**src/rtl/raxi2axi_master_if.sv**
```systemverilog
// AXI4 master-side bus bundle carrying one single-beat write (AW/W/B) or read (AR/R) at a time.
interface raxi2axi_master_if #(
    parameter int ADDR_W = 32
);
    logic [ADDR_W-1:0] M_AWADDR;
    logic [7:0]        M_AWLEN;
    logic              M_AWVALID;
    logic              M_AWREADY;
    logic [31:0]       M_WDATA;
    logic [3:0]        M_WSTRB;
    logic              M_WLAST;
    logic              M_WVALID;
    logic              M_WREADY;
    logic [1:0]        M_BRESP;
    logic              M_BVALID;
    logic              M_BREADY;
    logic [ADDR_W-1:0] M_ARADDR;
    logic [7:0]        M_ARLEN;
    logic              M_ARVALID;
    logic              M_ARREADY;
    logic [31:0]       M_RDATA;
    logic [1:0]        M_RRESP;
    logic              M_RLAST;
    logic              M_RVALID;
    logic              M_RREADY;

    modport master (
        output M_AWADDR, M_AWLEN, M_AWVALID, M_WDATA, M_WSTRB, M_WLAST, M_WVALID,
               M_BREADY, M_ARADDR, M_ARLEN, M_ARVALID, M_RREADY,
        input  M_AWREADY, M_WREADY, M_BRESP, M_BVALID, M_ARREADY,
               M_RDATA, M_RRESP, M_RLAST, M_RVALID
    );

    modport slave (
        input  M_AWADDR, M_AWLEN, M_AWVALID, M_WDATA, M_WSTRB, M_WLAST, M_WVALID,
               M_BREADY, M_ARADDR, M_ARLEN, M_ARVALID, M_RREADY,
        output M_AWREADY, M_WREADY, M_BRESP, M_BVALID, M_ARREADY,
               M_RDATA, M_RRESP, M_RLAST, M_RVALID
    );
endinterface

```
**src/rtl/raxi2axi_master.sv**
```systemverilog
// Turns one RAXI word request into a single-beat AXI4 write or read; one transaction in flight,
// completion reported by a one-cycle raxi_ready pulse with held read data and error status.
module raxi2axi_master #(
    parameter int         C_AXI_ADDR_WIDTH = 32,
    parameter logic [3:0] WSTRB_VALUE      = 4'hF
) (
    input  logic                    S_ACLK,
    input  logic                    S_ARESETN,
    input  logic                    raxi_wvalid,
    input  logic                    raxi_rvalid,
    input  logic [31:0]             raxi_address,
    input  logic [31:0]             raxi_wdata,
    output logic                    raxi_ready,
    output logic [31:0]             raxi_rdata,
    output logic                    raxi_error,
    output logic                    raxi_busy,
    raxi2axi_master_if.master       m_axi,
    output logic [2:0]              fsm_state
);

    typedef enum logic [2:0] {
        IDLE  = 3'd0,
        WADDR = 3'd1,
        WRESP = 3'd2,
        RADDR = 3'd3,
        RDATA = 3'd4,
        DONE  = 3'd5
    } state_t;

    state_t state;
    logic [C_AXI_ADDR_WIDTH-1:0] addr_ext;

    assign fsm_state = state;

    generate
        if (C_AXI_ADDR_WIDTH > 32) begin : g_addr_zext
            assign addr_ext = {{(C_AXI_ADDR_WIDTH-32){1'b0}}, raxi_address};
        end else if (C_AXI_ADDR_WIDTH == 32) begin : g_addr_same
            assign addr_ext = raxi_address;
        end else begin : g_addr_trunc
            assign addr_ext = raxi_address[C_AXI_ADDR_WIDTH-1:0];
        end
    endgenerate

    assign m_axi.M_AWLEN = 8'd0;
    assign m_axi.M_ARLEN = 8'd0;
    assign m_axi.M_WLAST = 1'b1;
    assign m_axi.M_WSTRB = WSTRB_VALUE;

    // Handshakes: a transfer happens on a rising edge where VALID and READY are both high.
    // Our VALIDs rise only with a stable payload and fall only on the cycle after their own
    // transfer; our READYs are raised only in the state that expects that response, so an
    // early or unsolicited B/R simply waits (or is ignored in IDLE).
    always_ff @(posedge S_ACLK) begin
        if (!S_ARESETN) begin
            state            <= IDLE;
            raxi_ready       <= 1'b0;
            raxi_rdata       <= 32'd0;
            raxi_error       <= 1'b0;
            raxi_busy        <= 1'b0;
            m_axi.M_AWADDR   <= '0;
            m_axi.M_AWVALID  <= 1'b0;
            m_axi.M_WDATA    <= 32'd0;
            m_axi.M_WVALID   <= 1'b0;
            m_axi.M_BREADY   <= 1'b0;
            m_axi.M_ARADDR   <= '0;
            m_axi.M_ARVALID  <= 1'b0;
            m_axi.M_RREADY   <= 1'b0;
        end else begin
            case (state)
                IDLE: begin
                    if (raxi_wvalid) begin
                        m_axi.M_AWADDR  <= addr_ext;
                        m_axi.M_WDATA   <= raxi_wdata;
                        m_axi.M_AWVALID <= 1'b1;
                        m_axi.M_WVALID  <= 1'b1;
                        raxi_busy       <= 1'b1;
                        raxi_error      <= 1'b0;
                        state           <= WADDR;
                    end else if (raxi_rvalid) begin
                        m_axi.M_ARADDR  <= addr_ext;
                        m_axi.M_ARVALID <= 1'b1;
                        raxi_busy       <= 1'b1;
                        raxi_error      <= 1'b0;
                        state           <= RADDR;
                    end
                end
                WADDR: begin
                    if (m_axi.M_AWVALID && m_axi.M_AWREADY) m_axi.M_AWVALID <= 1'b0;
                    if (m_axi.M_WVALID && m_axi.M_WREADY)   m_axi.M_WVALID  <= 1'b0;
                    // A channel whose VALID is already low has finished its handshake earlier.
                    if ((!m_axi.M_AWVALID || m_axi.M_AWREADY) &&
                        (!m_axi.M_WVALID  || m_axi.M_WREADY)) begin
                        m_axi.M_BREADY <= 1'b1;
                        state          <= WRESP;
                    end
                end
                WRESP: begin
                    if (m_axi.M_BREADY && m_axi.M_BVALID) begin
                        m_axi.M_BREADY <= 1'b0;
                        raxi_error     <= |m_axi.M_BRESP;
                        raxi_ready     <= 1'b1;
                        state          <= DONE;
                    end
                end
                RADDR: begin
                    if (m_axi.M_ARVALID && m_axi.M_ARREADY) begin
                        m_axi.M_ARVALID <= 1'b0;
                        m_axi.M_RREADY  <= 1'b1;
                        state           <= RDATA;
                    end
                end
                RDATA: begin
                    if (m_axi.M_RREADY && m_axi.M_RVALID) begin
                        m_axi.M_RREADY <= 1'b0;
                        raxi_rdata     <= m_axi.M_RDATA;
                        raxi_error     <= (|m_axi.M_RRESP) | ~m_axi.M_RLAST;
                        raxi_ready     <= 1'b1;
                        state          <= DONE;
                    end
                end
                DONE: begin
                    raxi_ready <= 1'b0;
                    raxi_busy  <= 1'b0;
                    state      <= IDLE;
                end
                default: state <= IDLE;
            endcase
        end
    end

endmodule

```
**src/flat_wrapper.sv**
```systemverilog
// flat-port wrapper written by rule: the top's interface ports become plain ports
module raxi2axi_master_flat 
#(
    parameter int         C_AXI_ADDR_WIDTH = 32,
    parameter logic [3:0] WSTRB_VALUE      = 4'hF
)
  (S_ACLK, S_ARESETN, raxi_wvalid, raxi_rvalid, raxi_address, raxi_wdata, raxi_ready, raxi_rdata, raxi_error, raxi_busy, fsm_state, m_axi_M_AWADDR, m_axi_M_AWLEN, m_axi_M_AWVALID, m_axi_M_WDATA, m_axi_M_WSTRB, m_axi_M_WLAST, m_axi_M_WVALID, m_axi_M_BREADY, m_axi_M_ARADDR, m_axi_M_ARLEN, m_axi_M_ARVALID, m_axi_M_RREADY, m_axi_M_AWREADY, m_axi_M_WREADY, m_axi_M_BRESP, m_axi_M_BVALID, m_axi_M_ARREADY, m_axi_M_RDATA, m_axi_M_RRESP, m_axi_M_RLAST, m_axi_M_RVALID);
  raxi2axi_master_if #(.ADDR_W(32)) m_axi_i ();
  input  logic S_ACLK;
  input  logic S_ARESETN;
  input  logic raxi_wvalid;
  input  logic raxi_rvalid;
  input  logic [31:0] raxi_address;
  input  logic [31:0] raxi_wdata;
  output logic raxi_ready;
  output logic [31:0] raxi_rdata;
  output logic raxi_error;
  output logic raxi_busy;
  output logic [2:0] fsm_state;
  output wire logic [$bits(m_axi_i.M_AWADDR)-1:0] m_axi_M_AWADDR;
  output wire logic [$bits(m_axi_i.M_AWLEN)-1:0] m_axi_M_AWLEN;
  output wire logic [$bits(m_axi_i.M_AWVALID)-1:0] m_axi_M_AWVALID;
  output wire logic [$bits(m_axi_i.M_WDATA)-1:0] m_axi_M_WDATA;
  output wire logic [$bits(m_axi_i.M_WSTRB)-1:0] m_axi_M_WSTRB;
  output wire logic [$bits(m_axi_i.M_WLAST)-1:0] m_axi_M_WLAST;
  output wire logic [$bits(m_axi_i.M_WVALID)-1:0] m_axi_M_WVALID;
  output wire logic [$bits(m_axi_i.M_BREADY)-1:0] m_axi_M_BREADY;
  output wire logic [$bits(m_axi_i.M_ARADDR)-1:0] m_axi_M_ARADDR;
  output wire logic [$bits(m_axi_i.M_ARLEN)-1:0] m_axi_M_ARLEN;
  output wire logic [$bits(m_axi_i.M_ARVALID)-1:0] m_axi_M_ARVALID;
  output wire logic [$bits(m_axi_i.M_RREADY)-1:0] m_axi_M_RREADY;
  input wire logic [$bits(m_axi_i.M_AWREADY)-1:0] m_axi_M_AWREADY;
  input wire logic [$bits(m_axi_i.M_WREADY)-1:0] m_axi_M_WREADY;
  input wire logic [$bits(m_axi_i.M_BRESP)-1:0] m_axi_M_BRESP;
  input wire logic [$bits(m_axi_i.M_BVALID)-1:0] m_axi_M_BVALID;
  input wire logic [$bits(m_axi_i.M_ARREADY)-1:0] m_axi_M_ARREADY;
  input wire logic [$bits(m_axi_i.M_RDATA)-1:0] m_axi_M_RDATA;
  input wire logic [$bits(m_axi_i.M_RRESP)-1:0] m_axi_M_RRESP;
  input wire logic [$bits(m_axi_i.M_RLAST)-1:0] m_axi_M_RLAST;
  input wire logic [$bits(m_axi_i.M_RVALID)-1:0] m_axi_M_RVALID;
  assign m_axi_M_AWADDR = m_axi_i.M_AWADDR;
  assign m_axi_M_AWLEN = m_axi_i.M_AWLEN;
  assign m_axi_M_AWVALID = m_axi_i.M_AWVALID;
  assign m_axi_M_WDATA = m_axi_i.M_WDATA;
  assign m_axi_M_WSTRB = m_axi_i.M_WSTRB;
  assign m_axi_M_WLAST = m_axi_i.M_WLAST;
  assign m_axi_M_WVALID = m_axi_i.M_WVALID;
  assign m_axi_M_BREADY = m_axi_i.M_BREADY;
  assign m_axi_M_ARADDR = m_axi_i.M_ARADDR;
  assign m_axi_M_ARLEN = m_axi_i.M_ARLEN;
  assign m_axi_M_ARVALID = m_axi_i.M_ARVALID;
  assign m_axi_M_RREADY = m_axi_i.M_RREADY;
  assign m_axi_i.M_AWREADY = m_axi_M_AWREADY;
  assign m_axi_i.M_WREADY = m_axi_M_WREADY;
  assign m_axi_i.M_BRESP = m_axi_M_BRESP;
  assign m_axi_i.M_BVALID = m_axi_M_BVALID;
  assign m_axi_i.M_ARREADY = m_axi_M_ARREADY;
  assign m_axi_i.M_RDATA = m_axi_M_RDATA;
  assign m_axi_i.M_RRESP = m_axi_M_RRESP;
  assign m_axi_i.M_RLAST = m_axi_M_RLAST;
  assign m_axi_i.M_RVALID = m_axi_M_RVALID;
  raxi2axi_master #(.C_AXI_ADDR_WIDTH(C_AXI_ADDR_WIDTH), .WSTRB_VALUE(WSTRB_VALUE)) u_core (.S_ACLK(S_ACLK), .S_ARESETN(S_ARESETN), .raxi_wvalid(raxi_wvalid), .raxi_rvalid(raxi_rvalid), .raxi_address(raxi_address), .raxi_wdata(raxi_wdata), .raxi_ready(raxi_ready), .raxi_rdata(raxi_rdata), .raxi_error(raxi_error), .raxi_busy(raxi_busy), .m_axi(m_axi_i), .fsm_state(fsm_state));
endmodule
```
**config.mk**
```make
export PLATFORM = sky130hd
export DESIGN_NAME = raxi2axi_master_flat
export DESIGN_NICKNAME = d
export VERILOG_FILES = /design/src/rtl/raxi2axi_master_if.sv /design/src/rtl/raxi2axi_master.sv /design/src/flat_wrapper.sv
export SDC_FILE = /design/constraint.sdc
export NUM_CORES = 1
export LEC_CHECK = 0
export CAP_MARGIN = 20
export CORE_MARGIN = 2
export CORE_UTILIZATION = 37
export CTS_BUF_LIST = sky130_fd_sc_hd__clkbuf_4 sky130_fd_sc_hd__clkbuf_8
export CTS_CLUSTER_DIAMETER = 120
export DETAILED_ROUTE_END_ITERATION = 7
export GPL_ROUTABILITY_DRIVEN = 1
export GPL_TIMING_DRIVEN = 0
export HOLD_SLACK_MARGIN = 0.12
export PLACE_DENSITY = 0.79
export SLEW_MARGIN = 15
export SYNTH_ARGS = -nofsm -noshare
export SYNTH_HDL_FRONTEND = slang
export SYNTH_SLANG_ARGS = --single-unit
```
**constraint.sdc**
```tcl
create_clock -name S_ACLK -period 1.34 [get_ports S_ACLK]
set_input_delay 0.268 -clock S_ACLK [delete_from_list [all_inputs] [get_ports S_ACLK]]
set_output_delay 0.268 -clock S_ACLK [all_outputs]
set_load 0.01 [all_outputs]
```
==> results.ini, run 1 <==
[grt]
grt_pass1_vias=5593
grt.total_usage_pct=25.4
grt_max_degree=17
antenna_found_initial=0
grt_overflow=0
grt_pass1_wl_mm=29.2

[critical_path]
r2r_slack_ps=-230
start_kind=flop
cp.arrival_ps=1930
r2r-end=u_core.m_axi.M_ARADDR[3]
ff2ff_path_depth=8
critPathMaxStageDelay_ps=330
cp_max_fo=5
crit_required_ps=1690
path_buf_inv=5
cp-end-kind=flop
path_class=reg -> reg
startpoint=u_core.fsm_state[2]
critPathTopFamily=buffers and inverters
cpMostUsedCell=buf_6
worstSetupPathDepth=8
r2r_start=u_core.fsm_state[2]
cp-endpoint=u_core.m_axi.M_ARADDR[3]
crit_slowest_cell=dfxtp_2
crit_chain=buf_6, buf_4, nor4_4, buf_6, buf_12, buf_16, nand2_1, a21oi_1

[routing]
dr.pass1.iters=4
wl_mm=20.8
antenna_left=0
drc=0
viasPerCell=4.91
drt_iter0_markers=285
met3WireLength_mm=1.16
wl_per_cell_um=17.4
via_count=5872
drt-met1-wl_mm=8.26
dr_wl_met2_mm=10.7
routed.top_layer=met4

[layout]
design_area_um2=10100
final_layout_size_suffix_gt1_share_pct=42.9
antennaDiodeCount=0
fillers=999
num-nets-final=1114
area_growth_pct=92.3

[placement]
hpwlAfterDp_mm=12.4
placed_area_um2=8020
place_congestion=0.782
port_buffers=247

[power_and_ir_drop]
p_leak_nw=4.21
power_density_nw_per_um2=1180
ir_worst_vdd_v=0.000965

[synth]
ys_types=36
synth_seq_area_share_pct=53.0
synth-seq-cells=139
yosys.cell_count.top_type=nand2_1
synth_top_area_cell=dfxtp_1
synthFlopType=dfxtp_1
syn_avg_cell_area_um2=7.95
async_flop_share_pct=0
synth-edff-count=0
yosysWarnings=0
synth_top_cell_area_share_pct=53.0
synthesis.instances=660
synthTopCellsByCount=nand2_1 (263), dfxtp_1 (139), a21oi_1 (137), clkbuf_1 (26), buf_4 (23)
synth_area_um2=5250
synth.area.top_cells=dfxtp_1 (53%), nand2_1 (19%), a21oi_1 (13%), buf_4 (3.3%), buf_6 (2.4%)

[sta]
fin_crit_sh_pct=117
layout_setup_ws_ps=-232
finalSetupTns_ps=-18380
hold_viol=0
finalCriticalPeriod_ps=1570
worstMarginPinSlew_ps=782
clock_skew_ps=15.3
timing.fmax_ghz=0.636
finalSetupViolCount=131
rsz0062_at_grt=true
slew_violations=0
slew_headroom_pct=47.9

[floorplanning]
dieWidth_um=123
coreArea_um2=13900
io_pins=270
die_h_um=123
dieArea_um2=15100
start_util_pct=37.8
num_rows=43

[clocking]
numCtsBuffers=17
h-tree-depth=4
cts_tree=done
clkTransAtPathRegs_ps=90
cts.sinks=139
cts_hold_buf=0
cts_root_buf=clkbuf_8
worstSkewPairLatency_ps=430
clock_path_buffers=2

[min_path]
worstHoldPathType=in -> reg
holdPathStages=3

[outcome]
violations=setup timing
status=finished, violations left

[job]
maxCapViolCount=0

## placed cells by master, fill, tap and decap left out, types with 7 or more instances in the layout
cell type,count
clkdlybuf4s15_2,22
nand2_1,170
clkbuf_2,69
clkdlybuf4s50_1,108
buf_4,38
dfxtp_1,114
dfxtp_2,23
a21oi_1,71
nor2_1,7
a21oi_2,66
conb_1,21
clkbuf_8,24
nand2_4,47
buf_12,18
nand2_2,45
buf_8,18
clkdlybuf4s15_1,47
buf_16,8
buf_6,23
## what timing repair did
item,4_1_cts,5_1_grt
buffers inserted,38,14
cloned,21,0
setup endpoints to repair,273,246
pin swaps,66,98
gates resized for setup,448,309
## worst reg2reg max path, cell delays in order (launching register included)
cell and delay [ps]:
dfxtp_2 330, buf_6 120, buf_4 150, nor4_4 280
buf_6 190, buf_12 110, buf_16 110, nand2_1 60
a21oi_1 130
## worst min-delay path by stage
stage,startpoint,endpoint
floorplan,S_ARESETN,u_core.fsm_state[2]
global placement,u_core.m_axi.M_AWADDR[18],u_core.m_axi.M_AWADDR[18]
detailed placement,u_core.m_axi.M_AWADDR[2],u_core.m_axi.M_AWADDR[2]
CTS,m_axi_M_RDATA[4],u_core.raxi_rdata[4]
global route,raxi_wdata[8],u_core.m_axi.M_WDATA[8]
finish,raxi_wdata[8],u_core.m_axi.M_WDATA[8]
## sequential cells by signal (all words and copies together), names as in the netlist
| register | count |
|---|---|
| u_core.fsm_state | 3 |
| u_core.m_axi.M_ARADDR | 32 |
| u_core.m_axi.M_ARVALID | 1 |
| u_core.m_axi.M_AWADDR | 32 |
| u_core.m_axi.M_AWVALID | 1 |
| u_core.m_axi.M_BREADY | 1 |
| u_core.m_axi.M_RREADY | 1 |
| u_core.m_axi.M_WDATA | 32 |
| u_core.m_axi.M_WVALID | 1 |
| u_core.raxi_busy | 1 |
| u_core.raxi_error | 1 |
| u_core.raxi_rdata | 32 |
| u_core.raxi_ready | 1 |
## metrics by stage
| stage | utilization [%] | total power [mW] | worst slack, ps | instances | hold slack (ps) |
|---|---|---|---|---|---|
| floorplan | - | 5.78 | -22.3 | 679 | 386 |
| global placement | 57.8 | 6.97 | -825 | 1106 | 441 |
| detailed placement | 57.8 | 7.01 | -843 | 1106 | 445 |
| CTS | 70.9 | 11.8 | -205 | 1196 | 343 |
| global route | 72.7 | 12.3 | -297 | 1197 | 358 |
| finish | 72.7 | 11.9 | -232 | 1197 | 382 |
## cell families after synthesis
group	after synthesis	share of synthesized area, %
compound gates	157	16.1
mux	1	0.191
flops	139	53.0
buf+inv	74	8.71
other cells	2	0.143
simple gates	287	21.8
## metal layers
metal / track usage (%) / vias up
met3: 6.13 / 37
met1: 29.4 / 2812
met4: 11.6 / 0
li1: - / 2810
met5: 0 / -
met2: 44.4 / 213
## power breakdown
| part | internal, mW | leakage (nW) | switching, mW |
|---|---|---|---|
| Sequential | 4.44 | 1.14 | 0.202 |
| Combinational | 1.90 | 2.85 | 1.63 |
| Clock | 2.04 | 0.220 | 1.65 |
| Total | 8.38 | 4.21 | 3.48 |
## cell type report
cell class / instances / area [um2] / share of cell area (%)
buffer: 66 / 671 / 6.65
tap: 180 / 225 / 2.23
clock buffer: 22 / 290 / 2.88
clock inverter: 10 / 139 / 1.38
multi-input combinational: 467 / 2850 / 28.2
timing repair buffer: 307 / 3070 / 30.5
inverter: 6 / 22.5 / 0.223
sequential: 139 / 2820 / 27.9
No activity file was read; power rests on OpenSTA's default activity.
==> run 2: changes to the inputs <==
--- a/config.mk
+++ b/config.mk
@@ -15,7 +15,9 @@
 export GPL_TIMING_DRIVEN = 0
 export HOLD_SLACK_MARGIN = 0.12
 export PLACE_DENSITY = 0.79
+export SKIP_LAST_GASP = 1
 export SLEW_MARGIN = 15
 export SYNTH_ARGS = -nofsm -noshare
 export SYNTH_HDL_FRONTEND = slang
 export SYNTH_SLANG_ARGS = --single-unit
+export TNS_END_PERCENT = 10
==> results.ini, run 2 (synthesis results as in run 1) <==
[critical_path]
path_buf_inv=1
path_class=reg -> out
crit_required_ps=1070
cp_max_fo=2
crit_slowest_cell=clkdlybuf4s50_1
cp.arrival_ps=1320
start_kind=flop
critPathTopFamily=buffers and inverters
cp-end-kind=output pin
critPathMaxStageDelay_ps=540
crit_chain=clkdlybuf4s50_1

[job]
maxCapViolCount=0

[layout]
mostFrequentLayoutCells=nand2_1 (231), dfxtp_1 (135), clkdlybuf4s50_1 (130), a21oi_1 (114), dlygate4sd2_1 (111)
num-nets-final=1090
fin_cells=1173
layout_commonest_cell=nand2_1
final_layout_size_suffix_gt1_share_pct=19.0
design_area_um2=9200
antennaDiodeCount=0
area_growth_pct=75.4

[power_and_ir_drop]
ir_worst_vdd_v=0.000662
p_leak_nw=4.13
power_density_nw_per_um2=1230

[grt]
grt_max_degree=17
antenna_found_initial=0
grt.total_usage_pct=22.1
grt_pass1_vias=4886
grt_pass1_wl_mm=25.4
grt_overflow=0

[sta]
layout_setup_ws_ps=-251
hold_viol=0
fin_crit_sh_pct=119
finalSetupViolCount=173
clock_skew_ps=9.83
slew_headroom_pct=51.1
timing.fmax_ghz=0.628
rsz0062_at_grt=true
worstMarginPinSlew_ps=734
finalCriticalPeriod_ps=1590
slew_violations=0

[placement]
place_congestion=0.796
port_buffers=247
placed_area_um2=8020
dpl.cell_count=1106
hpwlAfterDp_mm=12.3

[clocking]
numCtsBuffers=17
clock_path_buffers=2
cts.sinks=139
cts_tree=done
h-tree-depth=4
cts_root_buf=clkbuf_8
worstSkewPairLatency_ps=450
clkTransAtPathRegs_ps=80

[floorplanning]
dieArea_um2=15100
coreArea_um2=13900
start_util_pct=37.8
io_pins=270
num_rows=43
die_h_um=123
dieWidth_um=123

[routing]
viasPerCell=4.67
antenna_left=0
drt_iter0_markers=289
wl_mm=18.1
dr.pass1.iters=4
wl_per_cell_um=15.4
drc=0
via_count=5483

[outcome]
violations=setup timing
status=finished, violations left

[min_path]
worstHoldPathType=in -> reg

run 2: cell types whose count changed in the layout (fill, tap and decap cells not counted), sizes merged, moves of 2 or more:
cell and delta:
buf -36, clkbuf -53, clkdlybuf4s15 -69, clkdlybuf4s50 +22
clkinv -2, dlygate4sd2 +109, dlymetal6s2s +6
run 2: through the flow:
| stage | TNS (ps) | power (mW) | setup slack, ps | util (%) | hold WS [ps] |
|---|---|---|---|---|---|
| floorplan | -1540 | 5.78 | -28.5 | - | 386 |
| global placement | -88050 | 6.98 | -747 | 57.7 | 441 |
| detailed placement | -92940 | 7.01 | -788 | 57.7 | 446 |
| CTS | -27380 | 11.0 | -270 | 62.6 | 335 |
| global route | -36390 | 11.8 | -313 | 66.3 | 345 |
| finish | -20190 | 11.3 | -251 | 66.3 | 360 |
run 2: path summary, 6_finish.rpt:
kind | from | end | slack, ps | cells after the start
setup / recovery | u_core.m_axi.M_WDATA[14] | m_axi_M_WDATA[14] | -250 | 1
hold / removal | m_axi_M_RDATA[18] | u_core.raxi_rdata[18] | 360 | 3
setup reg to reg | u_core.fsm_state[2] | u_core.raxi_rdata[11] | -200 | 7
hold reg to reg | u_core.m_axi.M_ARADDR[9] | u_core.m_axi.M_ARADDR[9] | 450 | 2
run 2: cell type report:
| class | instances | area (um2) |
|---|---|---|
| Sequential cell | 139 | 2790 |
| Tap cell | 180 | 225 |
| Timing Repair Buffer | 282 | 2800 |
| Clock buffer | 25 | 319 |
| Clock inverter | 7 | 135 |
| Multi-Input combinational cell | 467 | 2390 |
| Buffer | 67 | 526 |
| Inverter | 6 | 22.5 |
| Fill cell | 1210 | 4680 |
run 2: routing by layer:
metal	global-route usage, %	vias up	part of all wire, %
met5	0	-	0
met3	6.00	19	6.9
met4	8.59	0	1.3
met2	37.5	164	51
met1	26.6	2551	41
li1	-	2749	-
run 2: what timing repair did:
action / in CTS / in global routing
gates cloned: 3 / 6
gates resized for setup: 156 / 111
hold endpoints to repair: 0 / 0
pin swaps: 20 / 35
hold buffers: 0 / 0
endpoints found under the setup margin: 273 / 275
setup buffers: 14 / 17
run 2: worst reg2reg max path, stage by stage (launching register included):
cell and delay [ps]:
dfxtp_2 330, buf_6 130, buf_4 130, nand4_1 90
buf_4 150, clkbuf_1 380, nand2_1 110, a21oi_1 150
run 2: power breakdown:
part / total [mW] / internal [mW] / switching [mW]
sequential: 4.62 / 4.43 / 0.184
clock: 3.86 / 2.30 / 1.55
combinational: 2.85 / 1.48 / 1.36
